==> src/rtl/rom_reload_pkg.sv <==
// Shared types and constants for the ROM reload writer: FSM states, word geometry
// and the width of the written-word counter.
package rom_reload_pkg;

    typedef enum logic [1:0] {
        IDLE   = 2'd0,
        LOAD   = 2'd1,
        DRAIN  = 2'd2,
        SETTLE = 2'd3
    } state_t;

    localparam int WORD_BYTES = 4;
    localparam int BYTE_SHIFT = $clog2(WORD_BYTES);
    localparam int WORDS_W    = 17;
    localparam int ENTRY_W    = 64;

endpackage

==> src/rtl/rom_reload_fifo.sv <==
// Synchronous FIFO with show-ahead output: rdata always shows the oldest entry,
// and a pop in the same cycle as a push makes room for it.
module rom_reload_fifo #(
    parameter int DEPTH = 8,
    parameter int WIDTH = 64
) (
    input  logic             clk,
    input  logic             nrst,
    input  logic             push,
    input  logic             pop,
    input  logic [WIDTH-1:0] wdata,
    output logic [WIDTH-1:0] rdata,
    output logic             full,
    output logic             empty
);
    localparam int PTR_W = $clog2(DEPTH);

    logic [WIDTH-1:0] mem [DEPTH];
    logic [PTR_W-1:0] wr_ptr;
    logic [PTR_W-1:0] rd_ptr;
    logic [PTR_W:0]   count;
    logic             do_push;
    logic             do_pop;

    assign do_pop  = pop & ~empty;
    assign do_push = push & (~full | do_pop);

    always_ff @(posedge clk or negedge nrst) begin
        if (!nrst) begin
            wr_ptr <= '0;
            rd_ptr <= '0;
            count  <= '0;
        end else begin
            if (do_push) wr_ptr <= wr_ptr + 1'b1;
            if (do_pop)  rd_ptr <= rd_ptr + 1'b1;
            case ({do_push, do_pop})
                2'b10:   count <= count + 1'b1;
                2'b01:   count <= count - 1'b1;
                default: count <= count;
            endcase
        end
    end

    // Storage needs no reset: rdata is only meaningful while the FIFO is non-empty.
    always_ff @(posedge clk) begin
        if (do_push) mem[wr_ptr] <= wdata;
    end

    assign rdata = mem[rd_ptr];
    assign full  = (count == (PTR_W + 1)'(DEPTH));
    assign empty = (count == '0);

endmodule

==> src/rtl/rom_reload_writer.sv <==
// Buffers word writes from the UART ROM loader and replays them to a byte-addressed
// memory write port, holding the CPU in reset until the load has fully landed.
module rom_reload_writer
    import rom_reload_pkg::*;
#(
    parameter int FIFO_DEPTH    = 8,
    parameter int ADDR_W        = 18,
    parameter int SETTLE_CYCLES = 16
) (
    input  logic               clk,
    input  logic               nrst,
    input  logic               in_active,
    input  logic               in_wr,
    input  logic [31:0]        in_addr,
    input  logic [31:0]        in_data,
    output logic               mem_req,
    output logic [ADDR_W-1:0]  mem_addr,
    output logic [31:0]        mem_wdata,
    input  logic               mem_ack,
    output logic               cpu_hold,
    output logic               reload_done,
    output logic               overflow,
    output logic               range_err,
    output logic [WORDS_W-1:0] words_written,
    output state_t             fsm_state
);
    localparam int IDX_W = ADDR_W - BYTE_SHIFT;
    localparam int SC_W  = (SETTLE_CYCLES > 1) ? $clog2(SETTLE_CYCLES) : 1;
    localparam logic [SC_W-1:0] SETTLE_LAST = SC_W'(SETTLE_CYCLES - 1);

    state_t              state;
    state_t              state_next;
    logic                active_q;
    logic                rise;
    logic                fall;
    logic                load_start;
    logic                wr_valid;
    logic                in_range;
    logic                push;
    logic                pop;
    logic                full;
    logic                empty;
    logic [ENTRY_W-1:0]  head;
    logic [SC_W-1:0]     quiet_cnt;
    logic                settled;
    logic                addr_hi_unused;

    assign rise     = in_active & ~active_q;
    assign fall     = ~in_active & active_q;
    assign wr_valid = in_wr & in_active;
    assign in_range = (in_addr >> IDX_W) == '0;

    // mem_req/mem_ack: mem_req stays high with mem_addr/mem_wdata stable until a
    // cycle where mem_ack is also high; that cycle completes the transfer and the
    // next entry (if any) is presented immediately. mem_ack alone does nothing.
    assign pop  = mem_req & mem_ack;
    assign push = wr_valid & in_range & (~full | pop);

    rom_reload_fifo #(
        .DEPTH (FIFO_DEPTH),
        .WIDTH (ENTRY_W)
    ) u_fifo (
        .clk   (clk),
        .nrst  (nrst),
        .push  (push),
        .pop   (pop),
        .wdata ({in_data, in_addr}),
        .rdata (head),
        .full  (full),
        .empty (empty)
    );

    assign mem_req        = ~empty;
    assign mem_addr       = mem_req ? {head[IDX_W-1:0], {BYTE_SHIFT{1'b0}}} : '0;
    assign mem_wdata      = mem_req ? head[63:32] : '0;
    assign addr_hi_unused = |head[31:IDX_W];

    assign settled   = (quiet_cnt == SETTLE_LAST);
    assign cpu_hold  = (state != IDLE);
    assign fsm_state = state;

    always_ff @(posedge clk or negedge nrst) begin
        if (!nrst) begin
            state    <= IDLE;
            active_q <= 1'b0;
        end else begin
            state    <= state_next;
            active_q <= in_active;
        end
    end

    always_comb begin
        state_next  = state;
        load_start  = 1'b0;
        reload_done = 1'b0;
        unique case (state)
            IDLE: begin
                if (rise) begin
                    state_next = LOAD;
                    load_start = 1'b1;
                end
            end
            LOAD: begin
                if (fall) state_next = DRAIN;
            end
            DRAIN: begin
                if (rise)       state_next = LOAD;
                else if (empty) state_next = SETTLE;
            end
            SETTLE: begin
                if (rise) begin
                    state_next = LOAD;
                end else if (settled) begin
                    state_next  = IDLE;
                    reload_done = 1'b1;
                end
            end
            default: state_next = IDLE;
        endcase
    end

    // Counts quiet cycles since the last completed write (or load start), saturating
    // at the settle length, so SETTLE releases SETTLE_CYCLES after the last ack.
    always_ff @(posedge clk or negedge nrst) begin
        if (!nrst) begin
            quiet_cnt <= '0;
        end else if (load_start || pop) begin
            quiet_cnt <= '0;
        end else if (!settled) begin
            quiet_cnt <= quiet_cnt + 1'b1;
        end
    end

    always_ff @(posedge clk or negedge nrst) begin
        if (!nrst) begin
            words_written <= '0;
            overflow      <= 1'b0;
            range_err     <= 1'b0;
        end else begin
            if (load_start) begin
                words_written <= '0;
                overflow      <= 1'b0;
                range_err     <= 1'b0;
            end else if (pop && (words_written != '1)) begin
                words_written <= words_written + 1'b1;
            end
            // A drop in the load-start cycle still leaves its flag set.
            if (wr_valid && !in_range)               range_err <= 1'b1;
            if (wr_valid && in_range && full && !pop) overflow <= 1'b1;
        end
    end

endmodule

==> config.mk <==
export PLATFORM = sky130hd
export DESIGN_NAME = rom_reload_writer
export DESIGN_NICKNAME = d
export VERILOG_FILES = /design/src/rtl/rom_reload_pkg.sv /design/src/rtl/rom_reload_fifo.sv /design/src/rtl/rom_reload_writer.sv
export SDC_FILE = /design/constraint.sdc
export NUM_CORES = 1
export LEC_CHECK = 0
export BUFFER_PORTS_ARGS = -buffer_cell sky130_fd_sc_hd__buf_2
export CORE_MARGIN = 4
export CORE_UTILIZATION = 45
export DETAILED_ROUTE_END_ITERATION = 7
export GPL_TIMING_DRIVEN = 0
export PLACE_DENSITY = 0.71
export SLEW_MARGIN = 0
export SYNTH_ARGS = -nofsm -noshare
export SYNTH_HDL_FRONTEND = slang
export SYNTH_HIERARCHICAL = 1
export SYNTH_SLANG_ARGS = --single-unit
export TNS_END_PERCENT = 5
==> constraint.sdc <==
create_clock -name clk -period 9.25 [get_ports clk]
set_clock_uncertainty 0.05 [all_clocks]
set_input_delay 1.85 -clock clk [delete_from_list [all_inputs] [get_ports clk]]
set_output_delay 1.85 -clock clk [all_outputs]
set_load 0.005 [all_outputs]
==> flow_summary.ini <==
[critical_path]
crit_buf_inv = 4
endpoint = mem_wdata[14]
arrival_ns = 3.63
rr_worst_depth = 13
path_cells = or3_1 > buf_2 > nor2_1 > clkbuf_1 > clkbuf_1 > nor2b_1 > buf_2
crit_start = u_fifo/count[1]
worstSetupPathType = register to output pin
r2r_start = u_fifo/count[1]
worst_ep_required_time_ns = 7.35
crit_family = buffers and inverters
critical_path.max_fanout = 10
max_stage_delay_ns = 0.63
path_depth = 7
reg2reg_to = u_fifo/mem[0][45]
reg2reg_slack_ns = 5.21
crit_path_start_kind = register
end_kind = output pin
cp_slowest_cell = nor2_1

[grt]
grt_max_degree = 37
grt_pass1_wl_mm = 54.25
antenna_found_initial = 5
grt_pass1_vias = 8926
track_usage = 0.1735
grt-ovfl-total = 0

[power_and_ir_drop]
p_switching_mw = 1.521
swShare = 0.2712
sequentialPowerShare = 0.386
power.density_cell_area_mw_per_mm2 = 279.1
clkPwrFrac = 0.326
p_leak_nw = 6.905
comb_power_share = 0.289
vdd_drop_max_mv = 0.1708
internal_power_mw = 4.086

[placement]
dpl-instance-area_mm2 = 0.01856
dp_cells = 1473
dp_hpwl_mm = 22.81
port_buffers = 140
gp_congestion = 0.7853

[min_path]
min_path_type = register to register

[detailed_routing]
vias_per_cell = 5.473
drc = 0
drt-initial-drc-count = 534
vias = 8511
wl_mm = 34.88
wl_per_cell_um = 22.43
first_pass_iters = 5
ant_nets = 0

[timing]
final-max-slew-violation-count = 0
timing.final.crit_period_ns = 5.534
rsz0062_at_grt = false
fmax_mhz = 180.7
finalCritPeriodShare = 0.5983
setup_violations = 0
hold_viol_final = 0
maxSlewHeadroom = 0.3242
worst_pin_slew_ns = 1.005

[cells_and_area]
final_common_cell = edfxtp_1
drive_above_1_share = 0.3889
final_cell_mix = edfxtp_1 (384), buf_2 (144), mux4_2 (96), nor2b_1 (51), mux2_2 (51)
nNetsFinal = 1128
synthToLayoutAreaGrowth_pct = 19.76
fin_cells = 1555
fillers = 2775
fin_area_mm2 = 0.02009

[clock_network]
root_buffer = clkbuf_16
clk_path_buf_depth = 3
numCtsBuffers = 44
cts.sinks = 420
post_cts_resized = 0
postCtsSetupBuffers = 0
cts_tree = yes
clk-insertion-delay-late_ns = 0.54
cts_max_level = 2
clk_pin_slew_ns = 0.06
holdBufCountCts = 0

[floorplan]
fp-row-count = 70
fp.dieArea_mm2 = 0.04043
start_util = 0.4571
core_area_mm2 = 0.03670
die_y_um = 201.1
chipWidth_um = 201.1
io_pins = 143

[job]
drv_cap = 0

[synthesis]
synth_area_per_cell_um2 = 20.24
synth_cells = 829
synth_area_mm2 = 0.01678
ys_warn_count = 6

[status]
status = complete, no violations
[power groups by stage]
stage          clock network [mW]  logic [mW]  registers [mW]
6_report                     1.83        1.62            2.16
5_1_grt                      1.96        1.77            2.17
4_1_cts                      1.87        1.66            2.16
3_5_place_dp                    0        1.65            2.20
3_3_place_gp                    0        1.64            2.20
2_1_floorplan                   0        1.11            2.19
[metal layers]
| layer | vias to the layer above | share of wire | track usage |
|---|---|---|---|
| li1 | 3783 | - | - |
| met1 | 4414 | 0.44 | 0.2452 |
| met2 | 242 | 0.49 | 0.2785 |
| met3 | 64 | 0.054 | 0.03796 |
| met4 | 8 | 0.021 | 0.04474 |
| met5 | - | 0.0010 | 0 |
[stage by stage]
step	power [mW]	setup slack [ns]	hold WS [ns]	util	TNS (ns)
2_1_floorplan	3.298	1.073	0.4393	-	0
3_3_place_gp	3.833	-4.000	0.4259	0.4923	-443.64
3_5_place_dp	3.851	3.826	0.4385	0.5057	0
4_1_cts	5.689	3.624	0.4518	0.5473	0
5_1_grt	5.895	3.461	0.4684	0.5473	0
6_report	5.607	3.716	0.4431	0.5475	0
[how the worst min path moves through the flow]
stage	from	endpoint	slack, ns	cells after the start
after floorplan	overflow	overflow	0.44	1
after global placement	overflow	overflow	0.43	1
after detailed placement	range_err	range_err	0.44	1
after CTS	range_err	range_err	0.45	1
after global routing	range_err	range_err	0.47	1
final	range_err	range_err	0.44	1
[layout make-up]
type	count	area, um2	share of cell area
Sequential cell	420	12430	0.6188
Timing Repair Buffer	175	1144	0.05692
Antenna cell	2	5.005	0.0002491
Buffer	45	264.0	0.01314
Tap cell	468	585.6	0.02915
Inverter	9	33.78	0.001682
Multi-Input combinational cell	356	4099	0.2040
Clock inverter	26	337.8	0.01682
Clock buffer	54	1190	0.05923
[flip-flops by register name, indices dropped and copies added (netlist names)]
| signal | cells |
|---|---|
| active_q | 1 |
| fsm_state | 2 |
| overflow | 1 |
| quiet_cnt | 4 |
| range_err | 1 |
| u_fifo/count | 4 |
| u_fifo/mem | 384 |
| u_fifo/rd_ptr | 3 |
| u_fifo/wr_ptr | 3 |
| words_written | 17 |
No activity file was read; power rests on OpenSTA's default activity.
